===== config.mk =====
export PLATFORM = sky130hd
export DESIGN_NAME = uart_tx_cfg
export DESIGN_NICKNAME = d
export VERILOG_FILES = /design/src/rtl/uart_pkg.sv /design/src/rtl/uart_baud_gen.sv /design/src/rtl/uart_tx_cfg.sv
export SDC_FILE = /design/constraint.sdc
export NUM_CORES = 1
export LEC_CHECK = 0
export CAP_MARGIN = 20
export CORE_MARGIN = 1.5
export CORE_UTILIZATION = 64
export DETAILED_ROUTE_END_ITERATION = 6
export PLACE_DENSITY_LB_ADDON = 0.12
export SKIP_CTS_REPAIR_TIMING = 1
export SYNTH_ARGS = -nofsm -noshare
export SYNTH_HDL_FRONTEND = slang
export SYNTH_SLANG_ARGS = --single-unit

===== constraint.sdc =====
create_clock -name clk -period 13.5 [get_ports clk]
set_input_delay 2.7 -clock clk [delete_from_list [all_inputs] [get_ports clk]]
set_output_delay 2.7 -clock clk [all_outputs]
set_load 0.01 [all_outputs]

===== src/rtl/uart_pkg.sv =====
// Shared definitions for the configurable UART transmitter.
//   - state_t and its state constants (IDLE .. STOP2), kept as plain
//     3-bit localparams so the encoding matches the legacy transmitter
//   - parity selection constants PAR_EVEN / PAR_ODD
//   - MAX_FRAME_BITS: longest possible frame in serial bits
package uart_pkg;

    typedef logic [2:0] state_t;

    localparam state_t IDLE   = 3'd0;
    localparam state_t START  = 3'd1;
    localparam state_t DATA   = 3'd2;
    localparam state_t PARITY = 3'd3;
    localparam state_t STOP1  = 3'd4;
    localparam state_t STOP2  = 3'd5;

    localparam logic PAR_EVEN = 1'b0;
    localparam logic PAR_ODD  = 1'b1;

    localparam int MAX_DATA_W     = 9;
    // start + data + parity + two stop bits
    localparam int MAX_FRAME_BITS = 1 + MAX_DATA_W + 1 + 2;

endpackage


===== src/rtl/uart_baud_gen.sv =====
// Baud-rate bit timer.
//   clk, rst      : clock, synchronous active-high reset
//   restart       : hold the counter at 0 (asserted while the parent is idle)
//   div           : clocks per serial bit; 0 behaves as 1
//   bit_end       : high on the last clock of every serial bit
//   bit_end_next  : value bit_end will take after the next edge, so the
//                   parent can register outputs that must line up with it
module uart_baud_gen #(
    parameter int DIV_W = 16
) (
    input  logic             clk,
    input  logic             rst,
    input  logic             restart,
    input  logic [DIV_W-1:0] div,
    output logic             bit_end,
    output logic             bit_end_next
);

    logic [DIV_W-1:0] cnt;
    logic [DIV_W-1:0] cnt_next;
    logic [DIV_W-1:0] last;

    always_comb begin
        last = (div == '0) ? '0 : div - DIV_W'(1);
        // Wrapping at the end of every bit restarts the count for the next
        // bit or state without the parent having to request it.
        if (restart || cnt >= last) begin
            cnt_next = '0;
        end else begin
            cnt_next = cnt + DIV_W'(1);
        end
        bit_end_next = (cnt_next == last);
    end

    always_ff @(posedge clk) begin
        if (rst) begin
            cnt     <= '0;
            bit_end <= 1'b0;
        end else begin
            cnt     <= cnt_next;
            bit_end <= bit_end_next;
        end
    end

endmodule


===== src/rtl/uart_tx_cfg.sv =====
// Configurable UART transmitter (5..9 data bits, runtime baud divisor,
// optional parity, 1 or 2 stop bits) with a valid/ready input handshake.
//   clk, rst    : clock, synchronous active-high reset
//   baud_div    : clocks per serial bit (0 treated as 1)
//   par_en      : insert a parity bit after the data bits
//   par_odd     : 0 = even parity, 1 = odd parity
//   stop2       : 1 = two stop bits
//   in_data     : word to transmit, taken when in_valid && in_ready
//   in_valid    : source has a word
//   in_ready    : transmitter is idle and can accept a word
//   tx_out      : serial line, idle high (registered)
//   busy        : frame in progress (registered)
//   frame_done  : one-cycle pulse on the last clock of the frame (registered)
module uart_tx_cfg
    import uart_pkg::*;
#(
    parameter int DATA_W = 8,   // legal range 5..9
    parameter int DIV_W  = 16
) (
    input  logic              clk,
    input  logic              rst,
    input  logic [DIV_W-1:0]  baud_div,
    input  logic              par_en,
    input  logic              par_odd,
    input  logic              stop2,
    input  logic [DATA_W-1:0] in_data,
    input  logic              in_valid,
    output logic              in_ready,
    output logic              tx_out,
    output logic              busy,
    output logic              frame_done
);

    localparam int               IDX_W    = $clog2(DATA_W);
    localparam logic [IDX_W-1:0] LAST_IDX = IDX_W'(DATA_W - 1);

    state_t            state;
    state_t            state_nxt;
    logic [DATA_W-1:0] shift_reg;
    logic [DATA_W-1:0] shift_nxt;
    logic [IDX_W-1:0]  bit_idx;
    logic [IDX_W-1:0]  idx_nxt;
    logic [DIV_W-1:0]  div_q;
    logic [DIV_W-1:0]  div_sel;
    logic              par_en_q;
    logic              stop2_q;
    logic              par_bit_q;
    logic              accept;
    logic              bit_end;
    logic              bit_end_next;
    logic              tx_nxt;
    logic              done_nxt;

    assign in_ready = (state == IDLE);
    assign accept   = in_valid && in_ready;

    // While idle the timer sees the live divisor, so the first bit after an
    // accept is timed with the same value that is being latched.
    assign div_sel = in_ready ? baud_div : div_q;

    uart_baud_gen #(
        .DIV_W(DIV_W)
    ) u_baud_gen (
        .clk          (clk),
        .rst          (rst),
        .restart      (in_ready),
        .div          (div_sel),
        .bit_end      (bit_end),
        .bit_end_next (bit_end_next)
    );

    // Next-state, shift register and bit index.
    always_comb begin
        // NOTE: every variable gets a default first so no path leaves it
        // unassigned, which would otherwise infer a latch.
        state_nxt = state;
        shift_nxt = shift_reg;
        idx_nxt   = bit_idx;
        case (state)
            IDLE: begin
                if (in_valid) begin
                    state_nxt = START;
                    shift_nxt = in_data;
                    idx_nxt   = '0;
                end
            end
            START: begin
                if (bit_end) begin
                    state_nxt = DATA;
                end
            end
            DATA: begin
                if (bit_end) begin
                    shift_nxt = shift_reg >> 1;
                    if (bit_idx == LAST_IDX) begin
                        idx_nxt   = '0;
                        state_nxt = par_en_q ? PARITY : STOP1;
                    end else begin
                        idx_nxt = bit_idx + IDX_W'(1);
                    end
                end
            end
            PARITY: begin
                if (bit_end) begin
                    state_nxt = STOP1;
                end
            end
            STOP1: begin
                if (bit_end) begin
                    state_nxt = stop2_q ? STOP2 : IDLE;
                end
            end
            STOP2: begin
                if (bit_end) begin
                    state_nxt = IDLE;
                end
            end
            default: begin
                state_nxt = IDLE;
            end
        endcase
    end

    // Outputs are decoded from the next state and registered, so they change
    // on the same edge as the state itself and carry no input-to-output path.
    always_comb begin
        case (state_nxt)
            START:   tx_nxt = 1'b0;
            DATA:    tx_nxt = shift_nxt[0];
            PARITY:  tx_nxt = par_bit_q;
            default: tx_nxt = 1'b1;
        endcase
        done_nxt = bit_end_next &&
                   ((state_nxt == STOP2) || (state_nxt == STOP1 && !stop2_q));
    end

    always_ff @(posedge clk) begin
        // NOTE: sequential state uses non-blocking assignments so every
        // register samples the pre-edge values regardless of statement order.
        if (rst) begin
            state      <= IDLE;
            shift_reg  <= '0;
            bit_idx    <= '0;
            div_q      <= '0;
            par_en_q   <= 1'b0;
            stop2_q    <= 1'b0;
            par_bit_q  <= 1'b0;
            tx_out     <= 1'b1;
            busy       <= 1'b0;
            frame_done <= 1'b0;
        end else begin
            state      <= state_nxt;
            shift_reg  <= shift_nxt;
            bit_idx    <= idx_nxt;
            tx_out     <= tx_nxt;
            busy       <= (state_nxt != IDLE);
            frame_done <= done_nxt;
            if (accept) begin
                div_q     <= baud_div;
                par_en_q  <= par_en;
                stop2_q   <= stop2;
                // Parity is fixed at accept time because the shift register
                // is consumed while the data bits go out.
                par_bit_q <= (^in_data) ^ (par_odd == PAR_ODD);
            end
        end
    end

endmodule


---- Word level (Yosys, flattened, before mapping) ----
Index checks and enable logic that the tools add are counted.
word-level totals
  register bits ........................... 53
  bits of input ports ..................... 30
  output and inout bits ................... 4
  logic and storage cells ................. 65
operators by class
  add/subtract/negate cells ............... 3
  order comparisons ....................... 1
  equal/unequal tests ..................... 14
  mux-type cells .......................... 21
  bitwise gates (word level) .............. 1
  reduce and logical (&&, ||, !) cells .... 12
operator list
  operator                                                count
  2-to-1 mux 16 bit                                       3
  2-to-1 mux 3 bit                                        12
  one-hot mux 3 bit (6 select lines)                      1
  adder 16 x 1 -> 16 bit (second input constant)          1
  == test 16 bit                                          1
  >= comparator 16 bit                                    1
  zero test 16 bit                                        1
  2-to-1 mux 8 bit                                        2
  one-hot mux 8 bit (2 select lines)                      1
  subtractor 16 x 1 -> 16 bit (second input constant)     1
  == test 3 bit (second input constant)                   5
  == test 3 x 2 -> 1 bit (second input constant)          4
  XOR reduction 8 bit                                     1
  == test 3 x 1 -> 1 bit (second input constant)          2
  one-hot mux 3 bit (2 select lines)                      1
  adder 3 x 1 -> 3 bit (second input constant)            1
  logical AND 1 bit                                       3
  zero test 3 bit                                         1
  one-hot mux 1 bit (3 select lines)                      1
  AND reduction 3 bit                                     1
  nonzero test 3 bit                                      1
  logical OR 1 bit                                        2
  inequality test 2 x 1 -> 1 bit (second input constant)  1
  inequality test 2 bit (second input constant)           1
  other kinds (3)                                         3

---- Logic depth before layout (Yosys ltp) ----
  depth in word-level cells ............... 9
  gate-level depth with buffers ........... 22
  depth with buffers taken out ............ 18

---- Cells and area by module ----
From an unflattened synthesis, not the netlist that was laid out.
second synthesis, totals
  cell total of the unflattened synthesis .. 449
  area, all modules ....................... 3,644.7 um2
modules (own cells, without submodules)
  module         times used  cells an instance  area each (um2)  seq. area each (um2)
  uart_baud_gen  1           250                1,938.1          340.3
  uart_tx_cfg    1           199                1,706.6          720.7

---- Least setup slack after synthesis ----
No wires, ideal clock.
  path type ............................... input-to-reg
  start ................................... in baud_div[0]
  end ..................................... reg frame_done
  setup time .............................. 0.087 ns
  data arrival time ....................... 6.492 ns
  setup slack ............................. 6.920 ns
  stages on the path ...................... 16
  cells stage by stage .................... mux2i_1 > ha_1 > or3b_2 > nor3_1 > o22ai_2 > buf_2 > o21ai_0 > ha_1 > nand4_1 > inv_1 > a2111oi_2 > nand2_1 > or3_1 > o211ai_1 > nand4_1 > nor4b_2
between the ends
  longest elaborated chain between the ends .. 8
RTL lines
  item                                                             line                 text
  from (decl)                                                      uart_tx_cfg.sv:22    input logic [DIV_W-1:0] baud_div,
  2-to-1 mux 16 bit (*)                                            uart_tx_cfg.sv:59    assign div_sel = in_ready ? baud_div : div_q;
  subtractor 16 x 1 -> 16 bit or zero test 16 bit (tied branches)  uart_baud_gen.sv:24  last = (div == '0) ? '0 : div - DIV_W'(1);
  2-to-1 mux 16 bit (*)                                            uart_baud_gen.sv:24
  >= comparator 16 bit                                             uart_baud_gen.sv:27  if (restart || cnt >= last) begin
  logical OR 1 bit                                                 uart_baud_gen.sv:27
  2-to-1 mux 16 bit                                                uart_baud_gen.sv:27
  == test 16 bit (*)                                               uart_baud_gen.sv:32  bit_end_next = (cnt_next == last);
  logical AND 1 bit (*)                                            uart_tx_cfg.sv:133   done_nxt = bit_end_next &&
  to (signal assigned)                                             uart_tx_cfg.sv:157   frame_done <= done_nxt;
  to (decl)                                                        uart_tx_cfg.sv:31    output logic frame_done
Every way passes the cells marked *; elsewhere a longest branch is shown, timed or not.
A chain may end at the register's enable or synchronous reset.

---- Worst setup path in the final report ----
Same ends and word-level chain as after synthesis.

==> impl_metrics.py <==
metrics = {
    "cells_and_area": {
        "post-route-util_pct": 74.1,
        "area.sequential_mm2": 0.00106,
        "area_taken_by_multi_input_logic_gates_mm2": 0.00279,
        "share_of_cells_above_drive_strength_1_pct": 6.38,
        "antenna_cells_inserted": 0,
        "layout.filler_cells": 476,
        "final_area_mm2": 0.00446,
        "areaGrowthSynthToFinish_pct": 10.3,
        "design.final.nets": 583,
    },
    "sta": {
        "max_freq_mhz": 130,
        "final_number_of_hold_violating_endpoints": 0,
        "final_max_slew_viol_count": 0,
        "timing.setup.tns_ns": 0,
        "tcrit_tclk_final_pct": 56.8,
        "clock_period_minus_worst_slack_ns": 7.67,
        "timing.hold.ws_ns": 0.464,
        "worstMarginPinSlew_ns": 0.970,
        "setup_viol": 0,
        "worst_clock_skew_ns": 0.00758,
        "timing.max_slew.rel_slack_pct": 35.3,
        "setup_repair_after_global_routing_missed_its_margin": "no",
    },
    "clocking": {
        "clk_pin_slew_worst_paths_ns": 0.10,
        "clk_root_buffer_cell": "sky130_fd_sc_hd__clkbuf_8",
        "cts-buffers-inserted": 5,
        "numClockSinks": 53,
        "cts_tree": "yes",
        "max_h_tree_level": 2,
        "cts.path.max_buffers": 2,
        "worst_skew_pair.late_latency_ns": 0.31,
    },
    "synthesis": {
        "synth.area.mux_share_pct": 3.55,
        "synth.avg_cell_area_um2": 7.87,
        "largest_family_of_logic_cells_by_synthesized_area": "simple AND/OR/NAND/NOR gates",
        "synth.distinct_cells": 71,
        "synthesis.area_mm2": 0.00405,
        "ys.warnings.count": 0,
        "synthSimpleGateAreaFrac_pct": 31.9,
        "ys_top_cells_by_count": "sky130_fd_sc_hd__nand2_1, sky130_fd_sc_hd__dfxtp_1, sky130_fd_sc_hd__a21oi_1",
        "syn-num-nets": 565,
        "postSynth.asyncResetShare_pct": 0,
        "synth_cells": 514,
        "number_of_synthesized_flops_with_an_enable_pin": 0,
        "post-synth-top-count-cell": "sky130_fd_sc_hd__nand2_1",
        "synth.top_cells.by_area": "sky130_fd_sc_hd__dfxtp_1, sky130_fd_sc_hd__ha_1, sky130_fd_sc_hd__nand2_1",
        "area_leader_netlist": "sky130_fd_sc_hd__dfxtp_1",
        "ys_seq_area_share_pct": 26.2,
        "synth_adder_area_share_pct": 6.49,
        "synthFlopType": "sky130_fd_sc_hd__dfxtp_1",
        "netlist.area_leader.share_pct": 26.2,
        "ys_seq_elements": 53,
        "synth_xor_area_share_pct": 7.73,
        "synth_compound_gate_area_share_pct": 19.3,
    },
    "run_status": {
        "outcome": "finished, final reports clean",
    },
    "grt": {
        "grt_use_total_pct": 32.9,
        "maximum_number_of_pins_on_one_net_before_global_route_repair": 37,
        "globalRoute.totalOverflow": 0,
        "grt_antenna_before_repair": 0,
        "grt_pass1_wl_um": 17300,
        "grt_pass1_vias": 3606,
    },
    "worst_hold_path": {
        "timing.hold.worst.start": "shift_reg[1]",
        "min-delay-path-class": "reg -> reg",
    },
    "flow_run": {
        "timing.max_cap.violations": 0,
    },
    "critical_path": {
        "cp_data_required_time_ns": 13.73,
        "worstPathBufferInverterCount": 2,
        "critical_path.max_stage_delay_ns": 0.51,
        "timing.critical_path.cells": "clkdlybuf4s50_1 > mux2i_1 > ha_1 > or3b_2 > nor3_1 > o22ai_2 > nand2_1 > inv_1 > ha_1 > nand2b_1 > a2111o_1 > a311oi_2 > nand3_1 > nor2_1 > o2111a_1 > nand4_1 > nor4b_2",
        "cpMaxStageDelayCell": "sky130_fd_sc_hd__nand3_1",
        "crit_family": "simple AND/OR/NAND/NOR gates",
        "worst_path_most_repeated_cell": "sky130_fd_sc_hd__ha_1",
        "timing.critical_path.arrival_ns": 7.90,
        "setup.worst_path.end_class": "flop",
        "crit_fanout": 18,
        "critical_path.reg2reg.startpoint": "state[1]",
        "setup_crit_start_kind": "primary input",
        "timing.setup.critical_path_class": "in -> reg",
        "crit_start": "baud_div[0]",
    },
    "die": {
        "row_count": 28,
        "die_ar_mm2": 0.00681,
        "initial_utilization_pct": 67.2,
        "chipHeight_um": 82.5,
        "design.core.area_mm2": 0.00603,
        "boundaryPins": 34,
        "die_w_um": 82.5,
    },
    "power": {
        "irDropWorstVdd_uv": 58.3,
        "power.leakage_nw": 1.69,
        "power_density_mw_per_mm2": 86.9,
    },
    "drt": {
        "drt_iter0_drc": 357,
        "detailedRoute.firstPassIterationCount": 5,
        "routed_wirelength_um": 10600,
        "via_per_inst": 6.68,
        "wirelength_per_cell_um": 17.5,
        "ant_nets": 0,
        "via_count": 4061,
        "detail_route.drc_violations": 0,
    },
    "place": {
        "dp.final_hpwl_um": 8030,
        "port_buffer_count": 33,
        "dp_area_mm2": 0.00435,
        "final_gp_congestion": 0.974,
    },
}
==> layout by cell type, fill, tap and decap left out, types with 6 or more instances in the layout <==
| cell type | count |
|---|---|
| sky130_fd_sc_hd__nand3_1 | 24 |
| sky130_fd_sc_hd__inv_1 | 16 |
| sky130_fd_sc_hd__nand2_1 | 65 |
| sky130_fd_sc_hd__nor2_1 | 33 |
| sky130_fd_sc_hd__and3_1 | 6 |
| sky130_fd_sc_hd__o21ai_0 | 6 |
| sky130_fd_sc_hd__xnor2_1 | 20 |
| sky130_fd_sc_hd__xor2_1 | 13 |
| sky130_fd_sc_hd__or4_1 | 7 |
| sky130_fd_sc_hd__and4_1 | 7 |
| sky130_fd_sc_hd__dfxtp_1 | 53 |
| sky130_fd_sc_hd__nand2b_1 | 8 |
| sky130_fd_sc_hd__nor2b_1 | 8 |
| sky130_fd_sc_hd__a21oi_1 | 45 |
| sky130_fd_sc_hd__a22oi_1 | 7 |
| sky130_fd_sc_hd__a31oi_1 | 7 |
| sky130_fd_sc_hd__clkdlybuf4s50_1 | 33 |
| sky130_fd_sc_hd__nand4_1 | 16 |
| sky130_fd_sc_hd__nor4_1 | 14 |
| sky130_fd_sc_hd__o211ai_1 | 6 |
| sky130_fd_sc_hd__ha_1 | 21 |
| sky130_fd_sc_hd__mux2i_1 | 11 |
| sky130_fd_sc_hd__nor3_1 | 23 |
==> through the flow <==
| step | worst slack, ns | cells | power (mW) |
|---|---|---|---|
| after floorplan | 6.92 | 514 | 0.246 |
| final | 5.83 | 608 | 0.388 |
| after global placement | 5.83 | 600 | 0.273 |
| after global routing | 5.41 | 608 | 0.404 |
| after detailed placement | 5.62 | 600 | 0.276 |
| after CTS | 5.91 | 608 | 0.386 |
==> final timing paths <==
check	endpoint	slack, ns	depth (start not counted)
max	frame_done	5.83	17
max reg2reg	frame_done	7.13	18
min	shift_reg[1]	0.46	2
min reg2reg	shift_reg[1]	0.46	2
==> per-layer routing <==
layer / up-vias / track usage [%] / wire (um)
met5: - / 0 / 0
met4: 0 / 13.5 / 274
met2: 207 / 51.5 / 4860
li1: 1955 / - / -
met1: 1861 / 44.8 / 4710
met3: 38 / 5.05 / 779
==> final cells by class <==
type / instances / area share [%]
clock buffers: 5 / 1.54
clock inverters: 3 / 0.981
inverters: 17 / 1.46
multi-input cells: 421 / 62.6
flip-flops and latches: 53 / 23.8
well taps: 75 / 2.10
repair buffers: 34 / 7.57
==> power breakdown <==
group          internal, mW  switching [mW]
Sequential            0.162         0.00675
Clock                0.0557          0.0572
Combinational        0.0458          0.0604
==> cells by family after synthesis <==
kind of cell | Yosys count
xor gates and xnor gates | 34
AOI/OAI and AO/OA | 111
adders and majority gates | 21
buffers and inverters | 40
muxes | 14
DFF | 53
and+or+nand+nor | 241
==> tightest hold or removal path, stage by stage (launching register included) <==
cell	delay [ns]
sky130_fd_sc_hd__dfxtp_1	0.33
sky130_fd_sc_hd__nand2_1	0.05
sky130_fd_sc_hd__a21oi_1	0.05
No activity file was read; power rests on OpenSTA's default activity.
==> variant 1, RTL diff (same settings) <==
`DIV_W` is set to 16 in 2 places; all go to 12.
--- a/src/rtl/uart_baud_gen.sv
+++ b/src/rtl/uart_baud_gen.sv
@@ -6,7 +6,7 @@
 //   bit_end_next  : value bit_end will take after the next edge, so the
 //                   parent can register outputs that must line up with it
 module uart_baud_gen #(
-    parameter int DIV_W = 16
+    parameter int DIV_W = 12
 ) (
     input  logic             clk,
     input  logic             rst,
--- a/src/rtl/uart_tx_cfg.sv
+++ b/src/rtl/uart_tx_cfg.sv
@@ -15,7 +15,7 @@
     import uart_pkg::*;
 #(
     parameter int DATA_W = 8,   // legal range 5..9
-    parameter int DIV_W  = 16
+    parameter int DIV_W  = 12
 ) (
     input  logic              clk,
     input  logic              rst,
Interface: changed (resized baud_div); port bits go from 34 to 30. No check against the original RTL was run, so the function may have changed too.
==> variant 1 against the original RTL <==
  * Final area down 21%
  * Global-route usage down 1.7 points
  * Clock power down 9%
  * Power down 13%
  * Area after synthesis down 23%
  * Setup slack better by 0.86 ns
  * Core utilization up 0.76 points
  * Sequential cell count down 8
  * Final cell count down 21%
  * Wire length down 25%
  * Hold slack better by 0.0015 ns
  * Clock skew up 0.0020 ns
  * Via count down 27%
  * Largest cell class unchanged
  * Highest routed layer unchanged
==> variant 1: results (changes against the original RTL) <==
Layout Skew = 0.00953 ns (+0.00195 ns)
PortBufs = 29 (-12%)
mux contribution to synthesized area = 0.0375 (+0.00195)
Cell variety after synth = 58 (-18%)
DR iter-0 viols = 155 (-57%)
Avg Inst Size Synth = 7.70 µm² (-2.2%)
reg2reg start = state[2]
sequential element share of the synthesized area = 0.290 (+0.0282)
Worst Tran Pin Value = 1.05 ns (+0.0752 ns)
non-filler instance count after layout = 479 (-21%)
Arr. time, crit path = 7.03 ns (-0.87 ns)
Synth Area in Adders = 0.0685 (+0.00363)
vias in the first global route = 2,672 (-26%)
placed cells = 470 (-22%)
R2R Setup Slk = 8.15 ns (+1.02 ns)
reg2reg end = u_baud_gen.bit_end
dpl hpwl = 6120 µm (-24%)
worst-path maximum fanout = 6 (-12)
Compound-Gate Fraction of Synth Area = 0.166 (-0.0268)
fillcell total = 384 (-19%)
GRT Overall Usage = 0.312 (-0.0170)
# nets final = 467 (-20%)
largest net degree at the start of global routing = 30 (-19%)
clock-pin slew on the worst setup and hold paths = 0.09 ns
Final Wtd Congestion = 0.921 (-5.5%)
status = complete, no violations
switching power = 103 µW (-17%)
WHS Endpoint = shift_reg[5]
iteration count of the initial detailed-routing pass = 4 (-1)
share of layout cells above drive strength 1 = 0.0400 (-0.0238)
post-synthesis xor/xnor area fraction = 0.103 (+0.0259)
P_leak = 1.34 nW (-20%)
Worst Hold Launch = shift_reg[5]
syn nets = 446 (-21%)
peak supply drop = 69.6 µV (+19%)
final WL = 7940 µm (-25%)
worst-skew pair later-pin latency = 0.30 ns
==> variant 1: area by class of cell <==
type / count / area share
tap: 54 / 0.0192
inverter: 11 / 0.0125
clock inverter: 2 / 0.0110
clock buffer: 6 / 0.0207
multi-input combinational: 331 / 0.593
sequential: 45 / 0.257
timing repair buffer: 30 / 0.0870
==> variant 1: power groups by stage <==
stage | combinational [mW] | sequential, mW | clock [mW]
after floorplan | 0.0624 | 0.145 | 0
after global placement | 0.0851 | 0.147 | 0
after detailed placement | 0.0866 | 0.147 | 0
after CTS | 0.0872 | 0.144 | 0.104
after global routing | 0.0974 | 0.145 | 0.110
final | 0.0888 | 0.144 | 0.103
==> variant 1: kinds of logic after synthesis <==
| group | Yosys count |
|---|---|
| simple gates | 187 |
| compound gates | 81 |
| flops | 45 |
| xor+xnor | 35 |
| buf+inv | 27 |
| fa+ha+maj | 17 |
| mux | 11 |
==> variant 1: how the worst max path moves through the flow <==
stage | cells after the start | from | end | slack [ns]
final | 17 | baud_div[0] | u_baud_gen.bit_end | 6.69
after global routing | 18 | baud_div[0] | frame_done | 6.35
after CTS | 17 | baud_div[0] | u_baud_gen.bit_end | 6.75
after detailed placement | 17 | baud_div[0] | frame_done | 6.49
after global placement | 18 | baud_div[0] | frame_done | 6.51
after floorplan | 18 | baud_div[0] | frame_done | 7.29
==> variant 1: worst max-delay path: stages <==
cell             delay, ns
clkdlybuf4s50_1       0.47
mux2_2                0.33
inv_1                 0.11
ha_1                  0.21
nor3b_1               0.29
mux2_4                0.25
a21boi_2              0.21
xnor2_1               0.16
nand2_1               0.11
ha_1                  0.32
nand2_1               0.07
nor2_1                0.06
a2111oi_2             0.53
nand3_1               0.34
or4_1                 0.57
nand3_1               0.12
nor3b_1               0.18
==> variant 1: metal layers <==
metal | up-vias | wire length (µm) | track usage
li1 | 1481 | - | -
met1 | 1387 | 3740 | 0.423
met2 | 70 | 3820 | 0.520
met3 | 14 | 270 | 0.0442
met4 | 0 | 116 | 0.0818
met5 | - | 0 | 0
==> variant 1: through the flow <==
| step | worst slack, ns | cell area, µm² | hold slack (ns) | util |
|---|---|---|---|---|
| detailed placement | 6.49 | 3380 | 0.453 | 0.721 |
| finish | 6.69 | 3510 | 0.466 | 0.748 |
| global placement | 6.51 | 3380 | 0.445 | 0.721 |
| floorplan | 7.29 | 3100 | 0.432 | - |
| global route | 6.35 | 3510 | 0.482 | 0.748 |
| CTS | 6.75 | 3500 | 0.467 | 0.745 |
==> variant 2, RTL diff (same settings) <==
Made on the original files. Register the input `baud_div` before use, without a reset. The logic sees it one clock later. The other inputs are not delayed to match.
--- a/src/rtl/uart_tx_cfg.sv
+++ b/src/rtl/uart_tx_cfg.sv
@@ -34,6 +34,12 @@
     localparam int               IDX_W    = $clog2(DATA_W);
     localparam logic [IDX_W-1:0] LAST_IDX = IDX_W'(DATA_W - 1);
 
+    logic [DIV_W-1:0] baud_div_q;
+
+    always_ff @(posedge clk) begin
+        baud_div_q <= baud_div;
+    end
+
     state_t            state;
     state_t            state_nxt;
     logic [DATA_W-1:0] shift_reg;
@@ -56,7 +62,7 @@
 
     // While idle the timer sees the live divisor, so the first bit after an
     // accept is timed with the same value that is being latched.
-    assign div_sel = in_ready ? baud_div : div_q;
+    assign div_sel = in_ready ? baud_div_q : div_q;
 
     uart_baud_gen #(
         .DIV_W(DIV_W)
@@ -156,7 +162,7 @@
             busy       <= (state_nxt != IDLE);
             frame_done <= done_nxt;
             if (accept) begin
-                div_q     <= baud_div;
+                div_q     <= baud_div_q;
                 par_en_q  <= par_en;
                 stop2_q   <= stop2;
                 // Parity is fixed at accept time because the shift register
Behaviour: not the same (a bounded check fails within 4 cycles, from zero or initial values and one cycle with rst high).
==> variant 2 against the original RTL <==
  * Area after synthesis up 7.7%
  * Wire length increased by 2.7%
  * Clock power grew 85%
  * Fmax rose by 28%
  * Clock skew increased by 0.0052 ns
  * Critical path type is now reg -> reg
  * Critical path depth unchanged
  * Power rose by 39%
  * Core utilization increased by 1.7 points
  * Sequential cell count rose by 16
  * Final area grew 9.7%
  * Setup slack gained 1.7 ns
  * Largest power group unchanged
  * Global-route usage down 1.8 points
==> variant 2: results (changes against the original RTL) <==
placed cells = 614 (+2.3%)
Crit path largest cell delay = 0.70 ns (+0.19 ns)
R2R Setup Slk = 7.51 ns (+0.38 ns)
worst-skew pair later-pin latency = 0.36 ns (+0.05 ns)
most area-consuming cells after synthesis = dfxtp_1 32%, nand2_1 7.0%, ha_1 6.0%, a21oi_1 5.4%, xnor2_1 4.8%
non-filler instance count after layout = 631 (+3.8%)
delay-heaviest family, CP = compound AO/OA/AOI/OAI gates
met2 routed wirelength = 5290 µm (+8.8%)
Vias = 4,049 (-0.30%)
uppermost layer routed = met4
# nets final = 600 (+2.9%)
synth warn = 0 (unchanged)
Startpoint Class = flop
Arr. time, crit path = 6.26 ns (-1.64 ns)
P_int = 385 µW (+46%)
largest net degree at the start of global routing = 34 (-8.1%)
CTS root buf = clkbuf_8
M1 WL = 4580 µm (-2.8%)
worst-path maximum fanout = 28 (+10)
Layout Skew = 0.0128 ns (+0.00518 ns)
Avg Inst Size Synth = 8.27 µm² (+5.0%)
status = complete, no violations
sequential element share of the synthesized area = 0.317 (+0.0547)
share of layout cells above drive strength 1 = 0.0668 (+0.00300)
cells on worst reg2reg path = 17 (-1)
reg2reg end = frame_done
Worst Tran Pin Value = 0.831 ns (-0.139 ns)
Synth async-reset ratio = 0 (unchanged)
DR iter-0 viols = 266 (-25%)
DR WL met3 = 815 µm (+4.6%)
dpl hpwl = 8110 µm (+0.98%)
GRT Overall Usage = 0.311 (-0.0177)
Final Wtd Congestion = 0.998 (+2.4%)
Reg power frac = 0.412 (-0.023)
Comb power = 109 µW
slowest CP cell = a21oi_1
vias in the first global route = 3,851 (+6.8%)
H-tree Lvls = 3 (+1)
Post-DP Area = 0.00462 mm² (+6.2%)
clock-pin slew on the worst setup and hold paths = 0.08 ns (-0.02 ns)
peak supply drop = 114 µV (+95%)
first-pass GRT wire length = 18,000 µm (+4.4%)
iteration count of the initial detailed-routing pass = 4 (-1)
worst hold path class = reg -> reg
reg2reg start = state[1]
PortBufs = 33 (unchanged)
synth cell count leaders = 81 x nand2_1, 69 x dfxtp_1, 47 x a21oi_1
P_leak = 1.93 nW (+14%)
syn nets = 578 (+2.3%)
TritonCTS buffer count = 9 (+4)
DR WL/cell = 17.3 µm (-1.1%)
## variant 2: cell types whose count changed in the layout (fill, tap and decap cells not counted), sizes merged, moves of 5 or more
cell    change
and4        -5
dfxtp      +16
inv         -6
nand2      +16
nand2b      -5
nand3       -5
nor2b       -5
nor3        -8
o21ai       +6
or4         -6
## variant 2: logic make-up after synthesis
logic type | count (synthesis) | synth area share
AOI/OAI and AO/OA | 111 | 0.163
xor gates and xnor gates | 41 | 0.0855
DFF | 69 | 0.317
buffers and inverters | 35 | 0.0557
muxes | 16 | 0.0382
adders and majority gates | 21 | 0.0603
and+or+nand+nor | 234 | 0.280
## variant 2: per-stage QoR
step	worst slack [ns]	power, mW	hold WS, ns
after CTS	7.58	0.540	0.462
after detailed placement	7.60	0.332	0.451
after floorplan	8.38	0.306	0.432
after global placement	7.88	0.329	0.442
after global routing	7.09	0.565	0.477
final	7.51	0.541	0.460
## variant 2: area by class of cell
class                   count  area [µm²]
clock buffers               9         124
well taps                  77        96.3
clock inverters             7         121
multi-input cells         423        2740
fillers                   513        1560
repair buffers             36         373
inverters                  10        63.8
flip-flops and latches     69        1380
## variant 2: metal layers
| metal | global-route usage | up-vias |
|---|---|---|
| met1 | 0.388 | 1882 |
| met3 | 0.0635 | 26 |
| met2 | 0.519 | 170 |
| met5 | 0 | - |
| li1 | - | 1971 |
| met4 | 0.141 | 0 |
## variant 2: worst min path at each step
stage                      start      endpoint  slack, ns
finish              shift_reg[2]  shift_reg[2]       0.46
global route        shift_reg[4]  shift_reg[4]       0.48
CTS                 shift_reg[3]  shift_reg[3]       0.46
detailed placement  shift_reg[3]  shift_reg[3]       0.45
global placement    shift_reg[2]  shift_reg[2]       0.44
floorplan              par_bit_q     par_bit_q       0.43
